File: config.mk
export PLATFORM = sky130hd
export DESIGN_NAME = alu_flag_unit
export DESIGN_NICKNAME = d
export VERILOG_FILES = /design/src/rtl/alu_flag_unit.sv
export SDC_FILE = /design/constraint.sdc
export NUM_CORES = 1
export LEC_CHECK = 0
export BUFFER_PORTS_ARGS = -buffer_cell sky130_fd_sc_hd__buf_2
export CAP_MARGIN = 20
export CORE_UTILIZATION = 43
export DETAILED_ROUTE_END_ITERATION = 6
export HOLD_SLACK_MARGIN = 0.1
export PLACE_DENSITY = 0.86
export SLEW_MARGIN = 20
export SYNTH_ARGS = -nofsm -noshare
export SYNTH_HDL_FRONTEND = slang
export SYNTH_SLANG_ARGS = --single-unit
File: constraint.sdc
create_clock -name clk -period 1.3 [get_ports clk]
set_clock_uncertainty 0.1 [all_clocks]
set_input_delay 0.195 -clock clk [delete_from_list [all_inputs] [get_ports clk]]
set_output_delay 0.195 -clock clk [all_outputs]
set_load 0.05 [all_outputs]
File: src/rtl/alu_flag_unit.sv
// Condition-flag register and overflow-trap stage behind the 32-bit ALU.
// Captures Z/N/V, resolves branches from the registered flags, and holds a trap until acknowledged.
module alu_flag_unit #(
  parameter int PC_W = 32
) (
  input  logic            clk,
  input  logic            reset,
  input  logic            alu_z,
  input  logic            alu_n,
  input  logic            alu_v,
  input  logic            flag_we,
  input  logic            trap_en,
  input  logic [PC_W-1:0] pc_in,
  input  logic [2:0]      br_cond,
  input  logic            ov_clr,
  input  logic            trap_ack,
  output logic            flag_z,
  output logic            flag_n,
  output logic            flag_v,
  output logic            ov_sticky,
  output logic            br_take,
  output logic            trap_req,
  output logic [PC_W-1:0] epc,
  output logic            stall
);

  typedef enum logic {
    RUN  = 1'b0,
    TRAP = 1'b1
  } state_t;

  state_t          state_reg, state_next;
  logic            flag_z_reg, flag_z_next;
  logic            flag_n_reg, flag_n_next;
  logic            flag_v_reg, flag_v_next;
  logic            ov_sticky_reg, ov_sticky_next;
  logic            trap_req_reg, trap_req_next;
  logic [PC_W-1:0] epc_reg, epc_next;

  logic            capture;
  logic            ov_set;
  logic            trap_entry;
  logic [7:0]      cond_vec;

  // Flag writes are frozen while a trap is outstanding.
  assign capture    = (state_reg == RUN) && flag_we;
  assign ov_set     = capture && alu_v;
  assign trap_entry = ov_set && trap_en;

  always_comb begin
    state_next     = state_reg;
    flag_z_next    = flag_z_reg;
    flag_n_next    = flag_n_reg;
    flag_v_next    = flag_v_reg;
    ov_sticky_next = ov_sticky_reg;
    trap_req_next  = trap_req_reg;
    epc_next       = epc_reg;

    case (state_reg)
      RUN: begin
        if (trap_entry) begin
          state_next    = TRAP;
          trap_req_next = 1'b1;
          epc_next      = pc_in;
        end
      end
      TRAP: begin
        if (trap_ack) begin
          state_next    = RUN;
          trap_req_next = 1'b0;
        end
      end
      default: begin
        state_next    = RUN;
        trap_req_next = 1'b0;
      end
    endcase

    if (capture) begin
      flag_z_next = alu_z;
      flag_n_next = alu_n;
      flag_v_next = alu_v;
    end

    // A new overflow beats a simultaneous clear.
    if (ov_set) begin
      ov_sticky_next = 1'b1;
    end else if (ov_clr) begin
      ov_sticky_next = 1'b0;
    end
  end

  always_ff @(posedge clk) begin
    if (reset) begin
      state_reg     <= RUN;
      flag_z_reg    <= 1'b0;
      flag_n_reg    <= 1'b0;
      flag_v_reg    <= 1'b0;
      ov_sticky_reg <= 1'b0;
      trap_req_reg  <= 1'b0;
      epc_reg       <= '0;
    end else begin
      state_reg     <= state_next;
      flag_z_reg    <= flag_z_next;
      flag_n_reg    <= flag_n_next;
      flag_v_reg    <= flag_v_next;
      ov_sticky_reg <= ov_sticky_next;
      trap_req_reg  <= trap_req_next;
      epc_reg       <= epc_next;
    end
  end

  // Branch conditions indexed directly by br_cond; only registered flags are used.
  assign cond_vec = {
    1'b1,                    // 111 always
    flag_n_reg ^ flag_v_reg, // 110 signed less-than
    flag_v_reg,              // 101
    ~flag_n_reg,             // 100
    flag_n_reg,              // 011
    ~flag_z_reg,             // 010
    flag_z_reg,              // 001
    1'b0                     // 000 never
  };

  assign stall     = (state_reg == TRAP);
  assign br_take   = cond_vec[br_cond] & ~stall;
  assign flag_z    = flag_z_reg;
  assign flag_n    = flag_n_reg;
  assign flag_v    = flag_v_reg;
  assign ov_sticky = ov_sticky_reg;
  assign trap_req  = trap_req_reg;
  assign epc       = epc_reg;

endmodule

==> metrics.md, run 1 <==
| Metric | Value |
|---|---|
| Result of the run | `aborted with a tool error` |
| Stopping stage | `5_1_grt` |
| Error message | `[ERROR GRT-0232] Routing congestion too high. Check the congestion heatmap in the GUI.` |
| Adder-cell share of the synthesized area | `0` |
| Root buffer cell | `clkbuf_4` |
| RD Place Congestion | `0.751` |
| Die X-Extent | `60.3 microns` |
| Clock buffer count from CTS | `5` |
| Top Ports | `83` |
| Post-placement cell area | `1960 sq um` |
| PortBufs | `82` |
| Total global-route track usage | `0.735` |
| Last reported worst endpoint of the global-route repair pass | `br_take` |
| Net count after synthesis | `216` |
| Fraction of synthesized area in multiplexers | `0.0411` |
| Area fraction in and, or, nand and nor cells after synthesis | `0.225` |
| Largest family of logic cells by synthesized area | `simple AND/OR/NAND/NOR gates` |
| Warnings, synthesis | `0` |
| Worst endpoint type | `primary output` |
| Post-synthesis average cell area | `8.50 sq um` |
| Maximum buffer depth of the clock tree | `2` |
| Complex-gate fraction of the synthesized area | `0.151` |
| Xor and xnor fraction of the mapped netlist area | `0` |
| Detail Placement HPWL | `2460 microns` |
| Post-synthesis cell area | `1460 sq um` |
| Die height | `60.3 microns` |
| Number of instances in the synthesized netlist | `172` |
| Initial cell density of the core | `0.468` |
| Netlist cell types | `21` |
| H-tree level count | `2` |
| Site row count | `20` |
| Leftover overflow at the end of global routing | `86` |
| Sequential cell area fraction in the yosys report | `0.520` |
| Count of state elements after synthesis | `38` |
| CTS sink cnt | `38` |
| Post-Place Cells | `299` |
| Largest net degree at the start of global routing | `16` |
logic make-up after synthesis:
group                  count (synthesis)
AOI/OAI and AO/OA                     38
buffers and inverters                 12
DFF                                   38
muxes                                  6
and+or+nand+nor                       78
metrics by stage:
step / setup slack [ns] / TNS (ns)
after CTS: -0.489 / -5.59
after detailed placement: -0.263 / -0.764
after global placement: -0.231 / -0.294
after floorplan: -0.214 / -0.214
what timing repair did:
action	4_1_cts
setup endpoints to repair	38
hold buffers	38
setup buffers	8
pin swaps	43
cloned	8
gates resized for setup	86
hold endpoints to repair	38
synth_stat cells, drive strengths merged:
cell type	number	area share
mux2i	6	0.041
o22ai	1	0.0043
nand4b	1	0.010
and4b	1	0.0068
nor2b	2	0.0086
dfxtp	38	0.52
buf	8	0.052
a211o	1	0.0068
a211oi	1	0.0051
or2b	1	0.0051
a21oi	35	0.14
inv	1	0.0026
nand2b	1	0.0043
or3b	1	0.0060
nor2	6	0.015
or3	1	0.0043
clkbuf	3	0.0077
nand2	64	0.16
layer usage:
metal | GRT usage | overflow
met5 | 0 | 0
met4 | 1.02 | 45
met2 | 0.997 | 41
met3 | 0.424 | 0
met1 | 0.658 | 0
==> run 2, diff against run 1 <==
CORE_UTILIZATION = 30   (was 43)
HOLD_SLACK_MARGIN = not set   (was 0.1)
PLACE_DENSITY = not set   (was 0.86)
PLACE_DENSITY_LB_ADDON = 0.15   (was not set)
==> run 2 against run 1 <==
The flow now finishes, with violations (setup timing). Synthesized cell count stayed put. Area after synthesis stayed put.
==> metrics.md, run 2 <==
| Metric | Value |
|---|---|
| Result of the run | `complete, but fails checks` |
| Leading cell types in the layout, fill and taps excluded | `buf_2, nand2_1, dfxtp_1, a21oi_2, a21oi_1` |
| Number of global-route vias before repair | `1335` |
| Number of synthesized flops with an enable pin | `0` |
| Count of state elements after synthesis | `38` |
| Clock insertion delay at the later pin of the skew report | `0.28 ns` |
| Std-Cell Core Area | `4690 sq um` |
| Top cells by count, synth | `nand2_1, dfxtp_1, a21oi_1` |
| Area used by multi-input combinational logic | `748 sq um` |
| Leak pwr | `1.08 nW` |
| Site row count | `25` |
| Worst-path cell chain | `or3b_4 > a21oi_4 > o22ai_4 > buf_6` |
| Leading register cell type out of synthesis | `dfxtp_1` |
| Crit share post-route | `1.32` |
| Final hold violation count | `0` |
| Share of post-route cells with drive strength above 1 | `0.559` |
| First-pass iteration count of the detailed router | `2` |
| Number of instances in the synthesized netlist | `172` |
| Setup repair after global routing missed its margin | `yes` |
| Rel. slew slack | `0.766` |
| Largest net degree at the start of global routing | `34` |
| Initial DRC Count | `52` |
| Count of buffering cells on the critical path with inverters included | `1` |
| Kind of launch point of the worst setup path | `flop` |
| Netlist cell types | `21` |
| Slowest cell delay on critical path | `0.38 ns` |
| Net count after synthesis | `216` |
| Number of flip-flops in the largest register | `32` |
| Post-synthesis cell area | `1460 sq um` |
| Worst min-delay path class | `in -> reg` |
| Max-cap violation count | `0` |
| Total power density per cell area | `1150 nW/um^2` |
| CTS sink cnt | `38` |
| Global-route wire length before repair | `6160 microns` |
| Top area cells in the synthesized netlist | `dfxtp_1, nand2_1, a21oi_1` |
| Number of slew-limit violations in the final report | `0` |
| Clock buffer count from CTS | `5` |
| Fraction of registers with async set/reset | `0` |
| RD Place Congestion | `0.757` |
| Total detailed-routing wirelength | `3950 microns` |
| Worst EP required | `1.00 ns` |
| Failing checks | `setup timing` |
| Sequential cell area fraction in the yosys report | `0.520` |
| Die height | `71.8 microns` |
| Count of filler cells inserted in the layout | `496` |
| Share of the synthesized area in the top cell type | `0.520` |
| Root buffer cell | `clkbuf_8` |
| Top achievable clock speed | `583 MHz` |
| Crit path arrival time | `1.42 ns` |
| CP Max Fanout | `2` |
| Final critical path time including I/O delays and setup | `1.71 ns` |
| Warnings, synthesis | `0` |
| Die area | `5160 sq um` |
| Final routed wire length divided by cell count | `12.2 microns` |
| Total global-route track usage | `0.154` |
| Maximum buffer depth of the clock tree | `2` |
| Worst IR Drop VDD | `0.000522 V` |
| Kind of end point of the critical path | `primary output` |
| Largest delay share family, worst path | `simple AND/OR/NAND/NOR gates` |
| PortBufs | `82` |
| DRC violation count after routing | `0` |
| Area of all sequential standard cells | `776 sq um` |
| Clock-pin transition on the worst setup and hold timing paths | `0.07 ns` |
| Leading cell type in the layout, fill and taps excluded | `buf_2` |
| Library cell contributing the largest single delay on the critical path | `or3b_4` |
| Post-placement cell area | `2030 sq um` |
| Leftover overflow at the end of global routing | `0` |
| Number of antenna violations at the first check in global routing | `0` |
| Final nets | `313` |
| Die X-Extent | `71.8 microns` |
| Library cell with the highest instance count after synthesis | `nand2_1` |
| Total via count after detailed routing | `1485` |
| Slew at the pin closest to its max-slew limit | `0.352 ns` |
| Detail Placement HPWL | `2620 microns` |
| Antenna-violating nets left | `0` |
| Final core utilization | `0.507` |
| Largest area contributor in the synthesized netlist | `dfxtp_1` |
| Design Area, Final | `2380 sq um` |
| Top Ports | `83` |
| Total setup violations reported at the end of the flow | `34` |
| Ant. Diodes | `0` |
| Area delta synth->final | `62.7%` |
| Initial cell density of the core | `0.312` |
| H-tree level count | `2` |
| Post-synthesis average cell area | `8.50 sq um` |
| Vias per std cell | `4.58` |
| Worst setup margin | `-0.415 ns` |
| Path type of the worst setup path | `reg -> out` |
| Clock tree from TritonCTS | `yes` |
run 2: layout make-up:
cell class / instances / share of cell area
flip-flops and latches: 38 / 0.326
multi-input cells: 122 / 0.314
inverters: 1 / 0.00158
clock buffers: 7 / 0.0321
well taps: 54 / 0.0284
repair buffers: 101 / 0.285
clock inverters: 1 / 0.0126
run 2: cells by family after synthesis:
family | after synthesis | share of synthesized area
compound gates | 38 | 0.151
buf+inv | 12 | 0.0624
flops | 38 | 0.520
mux | 6 | 0.0411
simple gates | 78 | 0.225
run 2: timing repair:
item	CTS	global route
hold buffers	1	0
gates resized for setup	17	40
setup buffers	2	5
pin swaps	4	9
hold endpoints to repair	1	0
gates cloned	3	1
endpoints found under the setup margin	37	36
run 2: final timing paths:
path | start | to | slack, ns | cells past startpoint
setup / recovery | flag_n | br_take | -0.41 | 4
hold / removal | pc_in[19] | epc[19] | 0.04 | 3
setup reg to reg | stall | epc[28] | -0.16 | 6
hold reg to reg | epc[28] | epc[28] | 0.35 | 2
run 2: per-layer routing:
layer  global-route usage  vias to the layer above  share of wire
li1                     -                      753              -
met1                0.193                      680           0.44
met2                0.258                       46           0.50
met3               0.0338                        6          0.050
met4               0.0588                        0         0.0096
met5                    0                        -              0
run 2: worst register-to-register path: cells and delay by family, from the launching register on:
family / cells / cell delay [ns]
flip-flops: 1 / 0.35
AO/OA/AOI/OAI: 1 / 0.11
AND/OR/NAND/NOR: 2 / 0.44
buffers and inverters: 3 / 0.39
run 2: where the power goes:
group | internal (mW) | leakage (nW) | switching (mW)
Combinational | 0.214 | 0.714 | 0.338
Sequential | 1.20 | 0.312 | 0.0203
Clock | 0.574 | 0.0524 | 0.391
run 2: per-stage QoR:
step / std cells / TNS [ns] / total power [mW] / worst slack (ns) / hold slack [ns]
5_1_grt: 324 / -5.89 / 2.87 / -0.450 / 0.0394
4_1_cts: 323 / -3.81 / 2.75 / -0.429 / 0.0324
3_3_place_gp: 309 / -0.348 / 1.73 / -0.232 / 0.292
3_5_place_dp: 309 / -0.971 / 1.73 / -0.250 / 0.302
2_1_floorplan: 172 / -0.214 / 1.56 / -0.214 / 0.194
6_report: 324 / -4.22 / 2.74 / -0.415 / 0.0411
Power figures use the tool's default switching activity.
==> run 3, diff against run 2 <==
CAP_MARGIN = not set   (was 20)
clock period = 1.8 ns   (was 1.3 ns; I/O delays follow)
==> run 3 against run 2 <==
The flow now finishes without violations. Final area fell by 12%. Global-route usage shrank 1.5 points. Non-clock buffer count down 12. Register-to-register slack better by 0.52 ns. Sequential cell count did not move. Power is 23% lower.
==> metrics.md, run 3 (synthesized netlist as in run 2, its figures left out) <==
| Metric | Value |
|---|---|
| Root buffer cell | `clkbuf_8` |
| Launching point of the worst reg2reg path | `stall` |
| Reg-to-Reg End | `trap_req` |
| Vias per std cell | `4.51` |
| Total setup violations reported at the end of the flow | `0` |
| PortBufs | `82` |
| Number of slew-limit violations in the final report | `0` |
| Kind of launch point of the worst setup path | `flop` |
| Critical path capture point | `br_take` |
| Top achievable clock speed | `560 MHz` |
| Crit path arrival time | `1.42 ns` |
| Leftover overflow at the end of global routing | `0` |
| Clock insertion delay at the later pin of the skew report | `0.28 ns` |
| Clock-pin transition on the worst setup and hold timing paths | `0.07 ns` |
| RD Place Congestion | `0.744` |
| Final routed wire length divided by cell count | `11.6 microns` |
| DRC violation count after routing | `0` |
| Post-placement cell area | `1910 sq um` |
| Total global-route track usage | `0.139` |
| Final nets | `301` |
| Number of antenna violations at the first check in global routing | `0` |
| Max-cap violation count | `0` |
| Final core utilization | `0.445` |
| Std-Cell Core Area | `4690 sq um` |
| Leading cell types in the layout, fill and taps excluded | `buf_2, nand2_1, dfxtp_1, a21oi_1` |
| Rel. slew slack | `0.686` |
| Die X-Extent | `71.8 microns` |
| Top Ports | `83` |
| Initial cell density of the core | `0.312` |
| Area delta synth->final | `42.9%` |
| Kind of end point of the critical path | `primary output` |
| Path type of the worst setup path | `reg -> out` |
| Worst min-delay path class | `in -> reg` |
| Pre-CTS WS | `0.0695 ns` |
| Initial DRC Count | `30` |
| Final hold violation count | `0` |
| Maximum buffer depth of the clock tree | `2` |
| Share of post-route cells with drive strength above 1 | `0.442` |
| Critical path startpoint | `flag_n` |
| Result of the run | `finished, final reports clean` |
| Site row count | `25` |
| Setup repair after global routing missed its margin | `yes` |
| Global-route wire length before repair | `5480 microns` |
| Antenna-violating nets left | `0` |
| Number of flip-flops in the largest register | `32` |
| Worst setup slack for register-to-register paths | `0.36 ns` |
| Leak pwr | `0.970 nW` |
| Worst IR Drop VDD | `0.000308 V` |
| Worst setup margin | `0.0147 ns` |
| Leading cell type in the layout, fill and taps excluded | `buf_2` |
| H-tree level count | `2` |
| TNS Setup | `0 ns` |
| Die area | `5160 sq um` |
| Largest net degree at the start of global routing | `34` |
| Number of hold-repair buffers added at the cts stage | `0` |
| Worst reg2reg path depth | `5` |
| Number of global-route vias before repair | `1265` |
| Worst EP required | `1.43 ns` |
| CP Max Fanout | `2` |
| Die height | `71.8 microns` |
| Detail Placement HPWL | `2490 microns` |
| Clock buffer count from CTS | `5` |
| Total detailed-routing wirelength | `3630 microns` |
| Final critical path time including I/O delays and setup | `1.79 ns` |
| Slew at the pin closest to its max-slew limit | `0.471 ns` |
| Crit share post-route | `0.992` |
| Clock tree from TritonCTS | `yes` |
| Ant. Diodes | `0` |
| CTS sink cnt | `38` |
| Design Area, Final | `2090 sq um` |
| Total via count after detailed routing | `1407` |
| Count of filler cells inserted in the layout | `496` |
| First-pass iteration count of the detailed router | `4` |
| Total power density per cell area | `1010 nW/um^2` |
run 3: changes by cell type in the layout (fill, tap and decap cells not counted), moves of 4 or more:
cell     delta
a21oi_1    +13
a21oi_2    -12
buf_12      -5
buf_2       +4
dfxtp_4     -4
nand2_1    +15
nand2_2    -12
run 3: final cells by class:
class	instances	area, sq um	share of cell area
Timing Repair Buffer	89	469	0.225
Clock inverter	2	60.1	0.0287
Tap cell	54	67.6	0.0323
Sequential cell	38	764	0.366
Multi-Input combinational cell	122	642	0.307
Clock buffer	6	82.6	0.0395
Inverter	1	3.75	0.00180
run 3: worst min path at each step:
| stage | startpoint | end | depth (start not counted) |
|---|---|---|---|
| after CTS | trap_ack | trap_req | 2 |
| final | trap_ack | trap_req | 2 |
| after global routing | trap_ack | trap_req | 2 |
| after floorplan | trap_ack | trap_req | 1 |
| after detailed placement | epc[11] | epc[11] | 2 |
| after global placement | epc[23] | epc[23] | 2 |
run 3: worst max-delay path, stage by stage (launching register included):
cell     delay (ns)
dfxtp_2        0.33
or3b_4         0.38
a21oi_2        0.19
o22ai_4        0.08
buf_6          0.15
run 3: what timing repair did:
| item | 4_1_cts | 5_1_grt |
|---|---|---|
| resized for setup | 6 | 2 |
| endpoints found under the setup margin | 1 | 1 |
| pin swaps | 3 | 1 |
| buffers inserted | 2 | 0 |
| gates cloned | 0 | 0 |
run 3: report_power, final:
| group | internal, mW | switching, mW |
|---|---|---|
| clock network | 0.591 | 0.301 |
| logic | 0.110 | 0.218 |
| registers | 0.872 | 0.0157 |
run 3: through the flow:
stage | instances | total power, mW | hold WS [ns]
3_3_place_gp | 302 | 1.22 | 0.341
3_5_place_dp | 302 | 1.22 | 0.344
6_report | 312 | 2.11 | 0.0759
4_1_cts | 312 | 2.14 | 0.0633
2_1_floorplan | 172 | 1.13 | 0.269
5_1_grt | 312 | 2.20 | 0.0665
run 3: metal layers:
metal,track usage,part of all wire,vias up
met1,0.160,0.44,626
met3,0.0492,0.068,5
met2,0.234,0.48,48
met4,0.0588,0.014,0
li1,-,-,728
met5,0,0,-
